--- config.mk ---
export PLATFORM = sky130hd
export DESIGN_NAME = alu_share_ctrl_flat
export DESIGN_NICKNAME = d
export VERILOG_FILES = /design/src/rtl/alu_share_ctrl_pkg.sv /design/src/rtl/alu_share_ctrl_if.sv /design/src/rtl/alu_share_ctrl_rr_arbiter.sv /design/src/rtl/alu_share_ctrl.sv /design/src/flat_wrapper.sv
export SDC_FILE = /design/constraint.sdc
export NUM_CORES = 1
export LEC_CHECK = 0
export BUFFER_PORTS_ARGS = -buffer_cell sky130_fd_sc_hd__buf_4
export CORE_ASPECT_RATIO = 0.7
export CORE_MARGIN = 5
export CORE_UTILIZATION = 45
export DETAILED_ROUTE_END_ITERATION = 8
export PLACE_DENSITY = 0.88
export SETUP_SLACK_MARGIN = 0.3
export SLEW_MARGIN = 5
export SYNTH_ARGS = -nofsm -noshare
export SYNTH_HDL_FRONTEND = slang
export SYNTH_SLANG_ARGS = --single-unit
--- constraint.sdc ---
create_clock -name clk -period 5.4 [get_ports clk]
set_input_delay 0.27 -clock clk [delete_from_list [all_inputs] [get_ports clk]]
set_output_delay 0.27 -clock clk [all_outputs]
set_load 0.03 [all_outputs]
--- src/rtl/alu_share_ctrl_pkg.sv ---
// ----------------------------------------------------------------------------
// alu_share_ctrl_pkg : shared widths, ALU function codes and FSM encoding. Rev 1.0
// ----------------------------------------------------------------------------
`default_nettype none

package alu_share_ctrl_pkg;

  localparam int unsigned C_DATA_W = 32;
  localparam int unsigned C_FUNC_W = 6;

  localparam logic [C_FUNC_W-1:0] C_FUNC_ADD  = 6'b000010;
  localparam logic [C_FUNC_W-1:0] C_FUNC_ADDI = 6'b000010;

  typedef enum logic [1:0] {
    ST_IDLE = 2'd0,
    ST_EXEC = 2'd1,
    ST_RESP = 2'd2
  } state_t;

endpackage

`default_nettype wire

--- src/rtl/alu_share_ctrl_if.sv ---
// ----------------------------------------------------------------------------
// alu_share_ctrl_if : requester/response/ALU bundle. rsp_ovf present with ALU_SHARE_OVF_EN. Rev 1.0
// ----------------------------------------------------------------------------
`default_nettype none

interface alu_share_ctrl_if
  import alu_share_ctrl_pkg::*;
#(
  parameter int N_REQ = 2
);

  logic [N_REQ-1:0]          req_valid;
  logic [N_REQ-1:0]          req_ready;
  logic [C_DATA_W*N_REQ-1:0] req_a;
  logic [C_DATA_W*N_REQ-1:0] req_b;
  logic [C_FUNC_W*N_REQ-1:0] req_func;
  logic [N_REQ-1:0]          rsp_valid;
  logic [N_REQ-1:0]          rsp_ready;
  logic [C_DATA_W-1:0]       rsp_data;
  logic [C_DATA_W-1:0]       alu_a;
  logic [C_DATA_W-1:0]       alu_b;
  logic [C_FUNC_W-1:0]       alu_func;
  logic [C_DATA_W-1:0]       alu_out;
`ifdef ALU_SHARE_OVF_EN
  logic                      rsp_ovf;

  modport slave (
    input  req_valid, req_a, req_b, req_func, rsp_ready, alu_out,
    output req_ready, rsp_valid, rsp_data, alu_a, alu_b, alu_func, rsp_ovf
  );

  modport master (
    output req_valid, req_a, req_b, req_func, rsp_ready, alu_out,
    input  req_ready, rsp_valid, rsp_data, alu_a, alu_b, alu_func, rsp_ovf
  );
`else
  modport slave (
    input  req_valid, req_a, req_b, req_func, rsp_ready, alu_out,
    output req_ready, rsp_valid, rsp_data, alu_a, alu_b, alu_func
  );

  modport master (
    output req_valid, req_a, req_b, req_func, rsp_ready, alu_out,
    input  req_ready, rsp_valid, rsp_data, alu_a, alu_b, alu_func
  );
`endif

endinterface

`default_nettype wire

--- src/rtl/alu_share_ctrl_rr_arbiter.sv ---
// ----------------------------------------------------------------------------
// alu_share_ctrl_rr_arbiter : combinational round-robin pick starting after i_last_gnt. Rev 1.0
// ----------------------------------------------------------------------------
`default_nettype none

module alu_share_ctrl_rr_arbiter #(
  parameter int N_REQ = 2,
  parameter int GNT_W = $clog2(N_REQ)
) (
  input  logic [N_REQ-1:0] i_req,
  input  logic [GNT_W-1:0] i_last_gnt,
  output logic [N_REQ-1:0] o_gnt_oh,
  output logic [GNT_W-1:0] o_gnt_idx,
  output logic             o_any
);

  always_comb begin
    logic [GNT_W-1:0] v_idx;
    o_gnt_oh  = '0;
    o_gnt_idx = '0;
    o_any     = 1'b0;
    v_idx     = '0;
    // Offset 1 first, offset N_REQ (the last winner itself) last.
    for (int i = 1; i <= N_REQ; i++) begin
      v_idx = GNT_W'((int'(i_last_gnt) + i) % N_REQ);
      if (!o_any && i_req[v_idx]) begin
        o_any     = 1'b1;
        o_gnt_idx = v_idx;
      end
    end
    o_gnt_oh[o_gnt_idx] = o_any;
  end

endmodule

`default_nettype wire

--- src/rtl/alu_share_ctrl.sv ---
// ----------------------------------------------------------------------------
// alu_share_ctrl : time-shares one combinational ALU among N_REQ requesters
// (IDLE -> EXEC -> RESP). Optional rsp_ovf with ALU_SHARE_OVF_EN. Rev 1.0
// ----------------------------------------------------------------------------
`default_nettype none

module alu_share_ctrl
  import alu_share_ctrl_pkg::*;
#(
  parameter int N_REQ = 2,
  parameter int GNT_W = $clog2(N_REQ)
) (
  input  logic             clk,
  input  logic             reset,
  alu_share_ctrl_if.slave  io_bus
);

  state_t               r_state;
  state_t               w_state_nxt;
  logic [GNT_W-1:0]     r_last_gnt;
  logic [GNT_W-1:0]     r_gnt;
  logic [GNT_W-1:0]     w_arb_idx;
  logic [N_REQ-1:0]     w_arb_oh;
  logic                 w_arb_any;
  logic [N_REQ-1:0]     w_req_ready;
  logic [N_REQ-1:0]     w_rsp_valid;
  logic [C_DATA_W-1:0]  r_op_a;
  logic [C_DATA_W-1:0]  r_op_b;
  logic [C_FUNC_W-1:0]  r_op_func;
  logic [C_DATA_W-1:0]  r_rsp_data;

  alu_share_ctrl_rr_arbiter #(
    .N_REQ (N_REQ),
    .GNT_W (GNT_W)
  ) u_arb (
    .i_req      (io_bus.req_valid),
    .i_last_gnt (r_last_gnt),
    .o_gnt_oh   (w_arb_oh),
    .o_gnt_idx  (w_arb_idx),
    .o_any      (w_arb_any)
  );

  always_ff @(posedge clk or posedge reset) begin
    if (reset) r_state <= ST_IDLE;
    else       r_state <= w_state_nxt;
  end

  // rsp_valid is decoded from state so an async reset drops it at once.
  always_comb begin
    w_state_nxt = r_state;
    w_req_ready = '0;
    w_rsp_valid = '0;
    unique case (r_state)
      ST_IDLE: begin
        w_req_ready = w_arb_oh;
        if (w_arb_any) w_state_nxt = ST_EXEC;
      end
      ST_EXEC: w_state_nxt = ST_RESP;
      ST_RESP: begin
        w_rsp_valid[r_gnt] = 1'b1;
        if (io_bus.rsp_ready[r_gnt]) w_state_nxt = ST_IDLE;
      end
      default: w_state_nxt = ST_IDLE;
    endcase
  end

  always_ff @(posedge clk or posedge reset) begin
    if (reset) begin
      r_last_gnt <= GNT_W'(N_REQ - 1);
      r_gnt      <= '0;
      r_op_a     <= '0;
      r_op_b     <= '0;
      r_op_func  <= '0;
      r_rsp_data <= '0;
    end else begin
      if (r_state == ST_IDLE && w_arb_any) begin
        r_gnt     <= w_arb_idx;
        r_op_a    <= io_bus.req_a[C_DATA_W*w_arb_idx +: C_DATA_W];
        r_op_b    <= io_bus.req_b[C_DATA_W*w_arb_idx +: C_DATA_W];
        r_op_func <= io_bus.req_func[C_FUNC_W*w_arb_idx +: C_FUNC_W];
      end
      if (r_state == ST_EXEC) r_rsp_data <= io_bus.alu_out;
      if (r_state == ST_RESP && io_bus.rsp_ready[r_gnt]) r_last_gnt <= r_gnt;
    end
  end

`ifdef ALU_SHARE_OVF_EN
  logic [C_DATA_W:0] w_sum;
  logic              r_rsp_ovf;

  // Signed overflow: the sign-extended carry disagrees with the result sign.
  assign w_sum = {r_op_a[C_DATA_W-1], r_op_a} + {r_op_b[C_DATA_W-1], r_op_b};

  always_ff @(posedge clk or posedge reset) begin
    if (reset) begin
      r_rsp_ovf <= 1'b0;
    end else if (r_state == ST_EXEC) begin
      r_rsp_ovf <= (r_op_func == C_FUNC_ADD) ? (w_sum[C_DATA_W] ^ w_sum[C_DATA_W-1]) : 1'b0;
    end
  end

  assign io_bus.rsp_ovf = r_rsp_ovf;
`endif

  assign io_bus.req_ready = w_req_ready;
  assign io_bus.rsp_valid = w_rsp_valid;
  assign io_bus.rsp_data  = r_rsp_data;
  assign io_bus.alu_a     = r_op_a;
  assign io_bus.alu_b     = r_op_b;
  assign io_bus.alu_func  = r_op_func;

endmodule

`default_nettype wire
--- src/flat_wrapper.sv ---
// flat-port wrapper written by rule: the top's interface ports become plain ports
module alu_share_ctrl_flat import alu_share_ctrl_pkg::*;
#(
  parameter int N_REQ = 2,
  parameter int GNT_W = $clog2(N_REQ)
)
  (clk, reset, io_bus_req_valid, io_bus_req_a, io_bus_req_b, io_bus_req_func, io_bus_rsp_ready, io_bus_alu_out, io_bus_req_ready, io_bus_rsp_valid, io_bus_rsp_data, io_bus_alu_a, io_bus_alu_b, io_bus_alu_func);
  alu_share_ctrl_if #(.N_REQ(N_REQ)) io_bus_i ();
  input  logic clk;
  input  logic reset;
  input wire logic [$bits(io_bus_i.req_valid)-1:0] io_bus_req_valid;
  input wire logic [$bits(io_bus_i.req_a)-1:0] io_bus_req_a;
  input wire logic [$bits(io_bus_i.req_b)-1:0] io_bus_req_b;
  input wire logic [$bits(io_bus_i.req_func)-1:0] io_bus_req_func;
  input wire logic [$bits(io_bus_i.rsp_ready)-1:0] io_bus_rsp_ready;
  input wire logic [$bits(io_bus_i.alu_out)-1:0] io_bus_alu_out;
  output wire logic [$bits(io_bus_i.req_ready)-1:0] io_bus_req_ready;
  output wire logic [$bits(io_bus_i.rsp_valid)-1:0] io_bus_rsp_valid;
  output wire logic [$bits(io_bus_i.rsp_data)-1:0] io_bus_rsp_data;
  output wire logic [$bits(io_bus_i.alu_a)-1:0] io_bus_alu_a;
  output wire logic [$bits(io_bus_i.alu_b)-1:0] io_bus_alu_b;
  output wire logic [$bits(io_bus_i.alu_func)-1:0] io_bus_alu_func;
  assign io_bus_i.req_valid = io_bus_req_valid;
  assign io_bus_i.req_a = io_bus_req_a;
  assign io_bus_i.req_b = io_bus_req_b;
  assign io_bus_i.req_func = io_bus_req_func;
  assign io_bus_i.rsp_ready = io_bus_rsp_ready;
  assign io_bus_i.alu_out = io_bus_alu_out;
  assign io_bus_req_ready = io_bus_i.req_ready;
  assign io_bus_rsp_valid = io_bus_i.rsp_valid;
  assign io_bus_rsp_data = io_bus_i.rsp_data;
  assign io_bus_alu_a = io_bus_i.alu_a;
  assign io_bus_alu_b = io_bus_i.alu_b;
  assign io_bus_alu_func = io_bus_i.alu_func;
  alu_share_ctrl #(.N_REQ(N_REQ), .GNT_W(GNT_W)) u_core (.clk(clk), .reset(reset), .io_bus(io_bus_i));
endmodule
==> reports/results.txt <==
Ys Warns = 0
Worst setup EP type = output pin
Wire length of the first global-routing pass = 22,400 um
Final setup fails = 0
Reg2Reg Depth = 4
Initial antenna violation count = 0
Fillcell total = 751
Input/output buffers = 283
CP max FO = 44
Die area = 12,400 um2
Post-CTS setup buffer count = 0
Die extent in x = 131 um
HP Start = io_bus_alu_out[16]
CP Launch Type = flop
CTS sink count = 106
Maximum clock insertion buffer count = 2
Max VDD drop = 0.327 mV
Slack of the critical path = 2.82 ns
Via density = 5.45
R2R setup slack = 3.34 ns
Iter 0 DRT Violations = 187
Pleak = 3.43 nW
Synth Register Bits = 106
Post-synth cell types = 23
Worst endpoint data arrival time = 2.31 ns
Area grow syn2layout = 52.1%
Core area = 10,200 um2
Final Cycle Share = 47.8%
Cells after synthesis = 334
Total power = 0.00469 W
Layout cell share with drive strength beyond 1 = 53.7%
Dpl hpwl = 10,900 um
H-tree levels = 3
Insertion delay to the later sink of the worst-skew pair = 0.33 ns
Setup TNS = 0 ns
Final core occ = 68.9%
Worst-Margin Slew = 0.813 ns
Routed wire length = 14,500 um
Endpoint, Worst Hold = u_core.io_bus.rsp_data[16]$_DFFE_PP0N_
Initial Utilization = 45.3%
Max Freq = 387 MHz
Vias in the first global route = 4,283
Total track usage = 22.3%
Clock Skews = 0.00773 ns
Outcome = completed
Syn Std Cell Area = 4620 um2
Height of the die = 94.8 um
CP required = 5.13 ns
Vias = 4,009
WL per Instance = 19.7 um
Sequential area share after synthesis = 57.4%
Hold Crit Class = in2reg
Root Driver = clkbuf_16
Clk slew on worst S/H paths = 0.07 ns
Dpl cells = 720
Max cap viols = 0
Number of placement rows = 31
Mean Syn Cell Area = 13.8 um2
Power Dens Cells = 668 nW/um2
DRC = 0
Finished Layout Cells = 735
Post-cts sizing count = 0
Fin nets = 778
Final hold violation count = 0
Final antenna-violating net count = 0
Reg-to-reg critical path startpoint = u_core.r_last_gnt$_DFFE_PP1P_
Placer Congestion = 0.832
Inserted Diodes = 0
Ports = 284
Remaining global-route overflow = 0
Max_slew headroom = 45.6%
CTS tree = done
Post-layout minimum cycle time = 2.58 ns
TritonRoute pass-1 iters = 4
Syn nets = 512
Setup CP Type = reg2out
Hold path depth = 2
Slew Viols, Final = 0
CTS buffer count = 9
Pre-CTS WS = 3.18 ns
Worst r2r dst = u_core.io_bus.alu_b[13]$_DFFE_PP0P_
RSZ-0062 raised after global routing = false
Pin count of the biggest net entering global routing = 66
## worst max-delay path, stage by stage (launching register included)
cell	delay [ns]
dfstp_2	0.55
nand2b_1	0.10
and3_2	0.56
buf_4	0.51
buf_4	0.25
## where the power goes
part	internal (W)	total [W]	switching, W
combinational	0.00111	0.00258	0.00148
sequential	0.00119	0.00144	0.000242
clock	0.000401	0.000671	0.000270
total	0.00270	0.00469	0.00199
## synth_stat cells
| master | count | share of area (%) |
|---|---|---|
| nor2_1 | 4 | 0.32 |
| mux2_2 | 14 | 3.4 |
| dfstp_2 | 1 | 0.57 |
| nand2_1 | 2 | 0.16 |
| or2_1 | 1 | 0.14 |
| a22o_1 | 1 | 0.19 |
| inv_1 | 1 | 0.081 |
| nand2b_1 | 3 | 0.41 |
| a221o_1 | 70 | 15 |
| o21ai_0 | 2 | 0.22 |
| buf_8 | 7 | 2.3 |
| a21o_1 | 1 | 0.16 |
| or2b_1 | 1 | 0.16 |
| o21a_2 | 1 | 0.19 |
| buf_2 | 25 | 2.7 |
| mux2_1 | 19 | 4.6 |
| and3_1 | 2 | 0.27 |
| dfrtp_1 | 105 | 57 |
| nor2b_1 | 1 | 0.14 |
| clkbuf_1 | 1 | 0.081 |
| and2_1 | 1 | 0.14 |
| o21a_1 | 69 | 11 |
| buf_6 | 2 | 0.49 |
## cell families after synthesis
kind of cell / share of synthesized area (%)
buffers and inverters: 5.63
and+or+nand+nor: 1.73
muxes: 8.04
DFF: 57.4
AOI/OAI and AO/OA: 27.1
## registers in the layout, indices dropped and copies added, names as in the netlist
| signal | count |
|---|---|
| u_core.io_bus.alu_func | 6 |
| u_core.io_bus.rsp_data | 32 |
| u_core.r_last_gnt | 1 |
| u_core.r_gnt | 1 |
| u_core.io_bus.alu_a | 32 |
| u_core.r_state | 2 |
| u_core.io_bus.alu_b | 32 |
## what timing repair did
item                                    4_1_cts  5_1_grt
endpoints found under the setup margin        0        0
hold buffers                                  1        0
endpoints found under the hold margin        41        0
## cell type report
type	instances	area (um2)	area share, %
repair buffers	290	2180	31.0
multi-input cells	192	1720	24.4
well taps	132	165	2.35
clock inverters	5	81.3	1.16
inverters	1	6.26	0.0890
flip-flops and latches	106	2650	37.8
clock buffers	9	225	3.21
## cell usage in the layout (no fill, tap or decap), types with 2 or more instances in the layout
cell type    n
mux2_1      19
o21ai_0      2
dfrtp_1    105
clkbuf_16    9
mux2_2      14
and3_2       2
bufinv_16    2
a221o_1     70
nand2_1      2
nand2b_1     3
nor2_1       3
buf_4      289
o21a_1      69
## how the worst max path moves through the flow
stage | end | start | slack, ns
6_report | io_bus_req_ready[0] | u_core.r_last_gnt$_DFFE_PP1P_ | 2.82
5_1_grt | io_bus_req_ready[0] | u_core.r_last_gnt$_DFFE_PP1P_ | 2.71
4_1_cts | io_bus_req_ready[0] | u_core.r_last_gnt$_DFFE_PP1P_ | 2.82
3_5_place_dp | io_bus_req_ready[0] | u_core.r_last_gnt$_DFFE_PP1P_ | 3.18
3_3_place_gp | io_bus_req_ready[0] | u_core.r_last_gnt$_DFFE_PP1P_ | 3.20
2_1_floorplan | u_core.io_bus.alu_a[0]$_DFFE_PP0P_ | reset | 2.34
## per-layer routing
metal,GRT usage (%),vias to the layer above,share of wire [%]
met3,8.25,29,9.2
met4,6.31,0,2.0
li1,-,1835,-
met1,26.2,1926,38
met2,38.9,219,51
met5,0,-,0
## per-stage QoR
stage,hold slack [ns],cell area [um2]
floorplan,0.402,4620
global placement,0.341,6710
detailed placement,0.345,6710
CTS,0.145,7030
global route,0.148,7030
finish,0.156,7030
Power figures use the tool's default switching activity.
